**config.mk**
```make
export PLATFORM = sky130hd
export DESIGN_NAME = sys_bus_interconnect
export DESIGN_NICKNAME = d
export VERILOG_FILES = /design/src/rtl/sys_bus_pkg.sv /design/src/rtl/sys_bus_resp_mux.sv /design/src/rtl/sys_bus_interconnect.sv
export SDC_FILE = /design/constraint.sdc
export NUM_CORES = 1
export LEC_CHECK = 0
export BUFFER_PORTS_ARGS = -buffer_cell sky130_fd_sc_hd__buf_2
export CORE_AREA = 2 2 181 183
export CTS_CLUSTER_SIZE = 16
export DETAILED_ROUTE_END_ITERATION = 12
export DIE_AREA = 0 0 183 185
export PLACE_DENSITY = 0.55
export SLEW_MARGIN = 20
export SYNTH_ARGS = -nofsm -noshare
export SYNTH_HDL_FRONTEND = slang
export SYNTH_SLANG_ARGS = --single-unit
export TNS_END_PERCENT = 10
```
**constraint.sdc**
```tcl
create_clock -name sys_clk_i -period 2.41 [get_ports sys_clk_i]
set_input_delay 0.1205 -clock sys_clk_i [delete_from_list [all_inputs] [get_ports sys_clk_i]]
set_output_delay 0.1205 -clock sys_clk_i [all_outputs]
set_load 0.02 [all_outputs]
```
**src/rtl/sys_bus_pkg.sv**
```systemverilog
// sys_bus_pkg
// Shared definitions for the system-bus interconnect:
//   region_width() - width of the region-select index for a given slave count
//   state_t        - request tracker states (IDLE / BUSY)
//   RESP_OK/ERR    - values driven on the master error line
package sys_bus_pkg;

  // Width of the region index; NS=1 would give zero, so clamp to one bit
  function automatic int region_width(input int ns);
    return (ns > 1) ? $clog2(ns) : 1;
  endfunction

  typedef enum logic {
    IDLE = 1'b0,
    BUSY = 1'b1
  } state_t;

  localparam logic RESP_OK  = 1'b0;
  localparam logic RESP_ERR = 1'b1;

endpackage

```
**src/rtl/sys_bus_resp_mux.sv**
```systemverilog
// sys_bus_resp_mux
// Selects the addressed slave's ack/err/rdata and registers the one-cycle
// response back to the master. A locally generated error (unmapped region)
// overrides any slave response.
// Ports:
//   clk, rst       - clock, synchronous active-high reset
//   sel            - index of the slave currently owning the transaction
//   accept         - a slave ack on sel may be turned into a response now
//   local_err      - answer the master with an error this cycle
//   slv_rdata/err/ack - flattened slave response buses
//   rdata/err/ack  - registered response to the master
module sys_bus_resp_mux
  import sys_bus_pkg::*;
#(
  parameter int DW = 32,
  parameter int NS = 8,
  parameter int SW = 3
) (
  input  logic             clk,
  input  logic             rst,
  input  logic [SW-1:0]    sel,
  input  logic             accept,
  input  logic             local_err,
  input  logic [NS*DW-1:0] slv_rdata,
  input  logic [NS-1:0]    slv_err,
  input  logic [NS-1:0]    slv_ack,
  output logic [DW-1:0]    rdata,
  output logic             err,
  output logic             ack
);

  logic [DW-1:0] sel_rdata;
  logic          sel_err;
  logic          sel_ack;

  // Indexed NS:1 mux; acks from every other slave are simply not looked at
  assign sel_rdata = slv_rdata[sel*DW +: DW];
  assign sel_err   = slv_err[sel];
  assign sel_ack   = slv_ack[sel];

  // Response register: ack/err are single-cycle pulses, rdata holds between
  // responses so the master can sample it late
  always_ff @(posedge clk) begin
    if (rst) begin
      rdata <= '0;
      err   <= RESP_OK;
      ack   <= 1'b0;
    end else if (local_err) begin
      rdata <= '0;
      err   <= RESP_ERR;
      ack   <= 1'b1;
    end else if (accept && sel_ack) begin
      rdata <= sel_rdata;
      err   <= sel_err;
      ack   <= 1'b1;
    end else begin
      err   <= RESP_OK;
      ack   <= 1'b0;
    end
  end

endmodule

```
**src/rtl/sys_bus_interconnect.sv**
```systemverilog
// sys_bus_interconnect
// Single-master to NS-slave router for the system bus. The region field
// sys_addr_i[RBIT +: log2(NS)] picks the slave; strobes, address and write
// data are registered one cycle toward the slaves, and the selected slave's
// ack/err/rdata come back as a registered one-cycle response.
// Ports:
//   sys_clk_i, sys_rst_i                      - clock, sync active-high reset
//   sys_addr_i, sys_wdata_i, sys_wen_i, sys_ren_i - master request
//   sys_rdata_o, sys_err_o, sys_ack_o         - master response
//   region_en_i                               - per-region enable (0 = unmapped)
//   sys_addr_o, sys_wdata_o, sys_wen_o, sys_ren_o - slave request (shared addr/data)
//   sys_rdata_i, sys_err_i, sys_ack_i         - slave responses, slave k at [k*DW +: DW]
module sys_bus_interconnect
  import sys_bus_pkg::*;
#(
  parameter int DW   = 32,
  parameter int AW   = 32,
  parameter int NS   = 8,
  parameter int RBIT = 20
) (
  input  logic             sys_clk_i,
  input  logic             sys_rst_i,
  input  logic [AW-1:0]    sys_addr_i,
  input  logic [DW-1:0]    sys_wdata_i,
  input  logic             sys_wen_i,
  input  logic             sys_ren_i,
  output logic [DW-1:0]    sys_rdata_o,
  output logic             sys_err_o,
  output logic             sys_ack_o,
  input  logic [NS-1:0]    region_en_i,
  output logic [AW-1:0]    sys_addr_o,
  output logic [DW-1:0]    sys_wdata_o,
  output logic [NS-1:0]    sys_wen_o,
  output logic [NS-1:0]    sys_ren_o,
  input  logic [NS*DW-1:0] sys_rdata_i,
  input  logic [NS-1:0]    sys_err_i,
  input  logic [NS-1:0]    sys_ack_i
);

  localparam int SW = region_width(NS);

  state_t        state;
  logic [SW-1:0] sel;
  logic [SW-1:0] region;
  logic [NS-1:0] region_onehot;
  logic          req;
  logic          region_ok;
  logic          local_err;
  logic          accept;

  // Decode of the incoming request
  assign req           = sys_wen_i | sys_ren_i;
  assign region        = sys_addr_i[RBIT +: SW];
  assign region_onehot = {{(NS-1){1'b0}}, 1'b1} << region;
  assign region_ok     = region_en_i[region];
  assign local_err     = req & ~region_ok;

  // A new request always wins over a response arriving in the same cycle:
  // the old transaction is abandoned, so its ack must not reach the master
  assign accept = (state == BUSY) & ~req;

  // Request register and transaction tracker. A write beats a simultaneous
  // read. A request to an unmapped region never reaches a slave and leaves
  // the tracker idle, which also abandons anything still pending.
  always_ff @(posedge sys_clk_i) begin
    if (sys_rst_i) begin
      state       <= IDLE;
      sel         <= '0;
      sys_addr_o  <= '0;
      sys_wdata_o <= '0;
      sys_wen_o   <= '0;
      sys_ren_o   <= '0;
    end else begin
      sys_wen_o <= '0;
      sys_ren_o <= '0;
      if (req) begin
        sys_addr_o  <= sys_addr_i;
        sys_wdata_o <= sys_wdata_i;
        sel         <= region;
        if (region_ok) begin
          state <= BUSY;
          if (sys_wen_i) sys_wen_o <= region_onehot;
          else           sys_ren_o <= region_onehot;
        end else begin
          state <= IDLE;
        end
      end else if (state == BUSY && sys_ack_i[sel]) begin
        state <= IDLE;
      end
    end
  end

  sys_bus_resp_mux #(
    .DW (DW),
    .NS (NS),
    .SW (SW)
  ) u_resp_mux (
    .clk       (sys_clk_i),
    .rst       (sys_rst_i),
    .sel       (sel),
    .accept    (accept),
    .local_err (local_err),
    .slv_rdata (sys_rdata_i),
    .slv_err   (sys_err_i),
    .slv_ack   (sys_ack_i),
    .rdata     (sys_rdata_o),
    .err       (sys_err_o),
    .ack       (sys_ack_o)
  );

endmodule
```
# Word level (Yosys, flattened, before mapping)
# Cells that the tools add are included.
# Widths: inputs -> output; s select.
# word_totals
inputBits,348
regBits,118
output_inout_bits,114
# classes
n_lt_le_gt_ge,2
bitwise_logic,6
n_reduce_logical,6
n_mux,13
shifts,2
# ops
cell,count
$shiftx 256x9->32,1
$mux 1,10
$bmux 1 s3,3
$lt 3x4->1 const B,2
$reduce_or 4->1,2
$shl 1x3->8 const A,1
$not 1->1,3
$and 1x1->1,2
$logic_and 1x1->1,2
$reduce_bool 2->1,1
$reduce_or 2->1,1
$or 1x1->1,1

# Logic depth before layout (Yosys ltp)
# depth
depth_word,6
depth_mapped,7
depth_no_buf,4

# By module
# Synthesis repeated with hierarchy kept, for this count alone.
# unflattened
hier_cells,744
area_unflattened_um2,6727.7
# by_module_without_submodules
mod,n_inst,cells_per_inst,area_per_inst_um2
sys_bus_resp_mux,1,395,3872.5
sys_bus_interconnect,1,349,2855.2

# Worst setup path after synthesis
# Ideal clock, no wire load.
# synth_timing
kind,register to register
start,reg sys_addr_o[21] (netlist name)
end,reg u_resp_mux.rdata[1]
stages_incl_launch_ff,8
t_arrival_ns,1.839
setup_slack_ns,0.447
required_ns,2.286
path_cell_list,dfxtp_1 > buf_2 > buf_2 > buf_2 > mux4_2 > mux2_2 > nor4_1 > nor3_2
# synth_rtl
element,line,source
end signal: assignment,sys_bus_resp_mux.sv:53,rdata <= sel_rdata;
end: declaration,sys_bus_resp_mux.sv:27,"output logic [DW-1:0] rdata,"

==> results.yml <==
timing:
  fin_crit_ns: 2.02
  finalHoldViolCount: 0
  maxSlewHeadroom: 0.431
  tns_ns: 0
  maxSlewViolCount: 0
  finalCritPeriodShare: 0.839
  fin_skew_ns: 0.00622
  hold_ws_ns: 0.0686
  setup_ws_ns: 0.388
  worstMarginPinSlew_ns: 0.851
  rsz0062_at_grt: "no"
  setup_viol: 0
  max_clock_freq_ghz: 0.494
cells_and_area:
  multi_input_area_um2: 3670
  n_fill_cell: 3302
  nets: 1469
  drive_gt1_frac: 0.565
  utilization: 0.321
  syn2layout_area_growth_pct: 62.6
  regArea_um2: 2310
critical_path:
  r2r_cells: 5
  critPathLaunch: "sys_addr_o[20]"
  worstPathMaxFanout: 23
  worstReg2RegEnd: "u_resp_mux.rdata[23]"
  criticalPathCategory: "flop to flop"
  ff2ff_setup_slack_ns: 0.39
  crit_arrival_ns: 2.32
  cp-endpoint: "u_resp_mux.rdata[23]"
  worstReg2RegStart: "sys_addr_o[20]"
  cp-end-kind: "flop"
  worstPathRequired_ns: 2.71
  worst_setup_path_start_kind: "flop"
  slowest_stage: "dfxtp_4"
  critPathMaxStageDelay_ns: 0.53
  crit_chain: "buf_12, mux4_2, mux2_2, nor4_1, nor3_1"
routing:
  vias: 7118
  drtPass1Iterations: 4
  ant_nets: 0
  wire_per_inst_um: 18.3
  detail_route.iter0.violations: 251
  finalWirelength_mm: 28.3
  vias_per_cell: 4.61
  drc_errors: 0
synthesis:
  synthFlopType: "dfxtp_1"
  synth_area_per_cell_um2: 10.2
  synth-seq-cells: 115
  syn_inst: 622
  async_flop_share: 0
  synth-seq-area-share: 0.364
  syn-cell-area_um2: 6320
  synth_cell_types: 32
  synth.net_count: 970
  yosys_warnings: 0
  synth_edf_count: 0
power_and_ir_drop:
  vdd_drop_max_v: 0.000399
  p_comb_frac: 0.224
  p_int_mw: 4.34
  power_switching_share: 0.273
  p_clk_frac: 0.434
  p_leak_nw: 4.59
  p_sw_mw: 1.63
  pwr-share-seq: 0.342
  p_per_area_nw_per_um2: 581
job:
  maxCapViolCount: 0
placement:
  dpl.hpwl_mm: 21.5
  io_buffers: 461
  pre_cts_slack_ns: 0.403
  place_congestion: 0.826
die:
  die_area_um2: 33900
  die_h_um: 185
  num_rows: 66
  coreArea_um2: 32000
  initial_core_util: 0.197
  die-width_um: 183
  num_io_pins: 462
clocking:
  cts_tree: "done"
  post-cts-setup-buffers: 0
  insertion_delay_ns: 0.42
  clock-sinks: 115
  cts.clk_slew.worst_paths_ns: 0.06
  cts_buffer_depth: 2
  clk_root_buffer_cell: "clkbuf_16"
  htreeDepth: 4
  cts_buffers: 17
grt:
  grt_use_met1: 0.182
  use_met3: 0.0505
  grt-busiest-layer: "met2"
  grt_overflow: 0
  grt_usage: 0.161
  grt_pass1_vias: 7181
  gr-usage-met2: 0.284
  grt_first_pass_wirelength_mm: 41.0
  grt_max_degree: 66
  antenna_found_initial: 8
outcome:
  outcome: "complete, no violations"
worst_hold_path:
  hp-class: "input port to flop"
==> placed cells by master, fill, tap and decap left out, types with 4 or more instances in the layout <==
cell type      netlist  layout
nor3_1              29      29
nor3_2               7       7
clkbuf_16            0      18
nor4_1              26      26
a21oi_1             67      67
nand2_1            135     134
buf_12               0       7
a31oi_1             32      32
mux2_2              33      33
nor4_2               6       6
dlygate4sd3_1        0      62
buf_2               15     461
mux2i_1              4       4
buf_4                1      16
nor2_1              14      13
mux4_2              68      68
dfxtp_1            115     112
==> per-stage QoR <==
step	cells	power, mW	area, µm²
finish	1544	5.97	10300
global route	1544	6.25	10300
CTS	1541	6.06	10300
detailed placement	1448	3.34	9060
global placement	1448	3.33	9060
floorplan	622	2.80	6320
==> per-layer routing <==
metal  routed length, µm  up-vias
met1               11300     3395
met5                  27        -
met4                 677        4
met3                2250       43
met2               14100      363
li1                    -     3313
==> power by group through the flow <==
stage	Sequential (mW)	Clock, mW	Combinational, mW
after floorplan	2.16	0	0.639
after global placement	2.08	0	1.25
after detailed placement	2.08	0	1.26
after CTS	2.04	2.68	1.35
after global routing	2.05	2.75	1.44
final	2.04	2.59	1.34
==> area by class of cell <==
class,instances,share of cell area
Clock buffer,23,0.0485
Antenna cell,3,0.000730
Timing Repair Buffer,546,0.310
Multi-Input combinational cell,441,0.357
Tap cell,408,0.0496
Clock inverter,8,0.00961
Sequential cell,115,0.225
==> repair_timing <==
item	CTS	global route
endpoints found under the hold margin	62	0
resized for setup	0	0
hold buffers	62	0
==> flip-flops by register name (all words and copies together), names as in the netlist <==
signal	count
u_resp_mux.ack	1
sys_ren_o	8
u_resp_mux.rdata	32
sys_wdata_o	32
sys_addr_o	32
u_resp_mux.err	1
sys_wen_o	8
state	1
==> critical path, delay by kind of cell (launching register included) <==
family	cells	cell delay, ns
mux	2	0.80
flops	1	0.53
simple gates	2	0.29
buf+inv	1	0.26
==> how the worst min path moves through the flow <==
stage                    startpoint         endpoint  slack [ns]  depth (start not counted)
floorplan             sys_addr_i[0]    sys_addr_o[0]        0.26                          2
global placement    sys_wdata_i[19]  sys_wdata_o[19]        0.36                          3
detailed placement  sys_wdata_i[17]  sys_wdata_o[17]        0.37                          3
CTS                  sys_addr_i[21]     sys_ren_o[4]        0.04                          2
global route         sys_addr_i[21]     sys_wen_o[0]        0.06                          2
finish               sys_addr_i[21]     sys_ren_o[4]        0.07                          2
==> Yosys cell counts, drive strengths merged, types with 3 or more instances <==
library cell,number,area (µm²)
nor4,32,238
nor2b,3,18.8
nor2,14,52.6
mux2,34,387
nand2,135,507
buf,28,221
a21oi,67,335
a31oi,32,200
mux2i,4,40.0
dfxtp,115,2300
nor3,36,215
clkbuf,38,144
mux4,68,1530
nand2b,3,18.8
==> kinds of logic after synthesis <==
family	synth area share
buffers and inverters	0.0578
AND/OR/NAND/NOR	0.173
multiplexers	0.310
AO/OA/AOI/OAI	0.0953
flip-flops	0.364
Note: power is estimated with default switching activity, not from simulation.
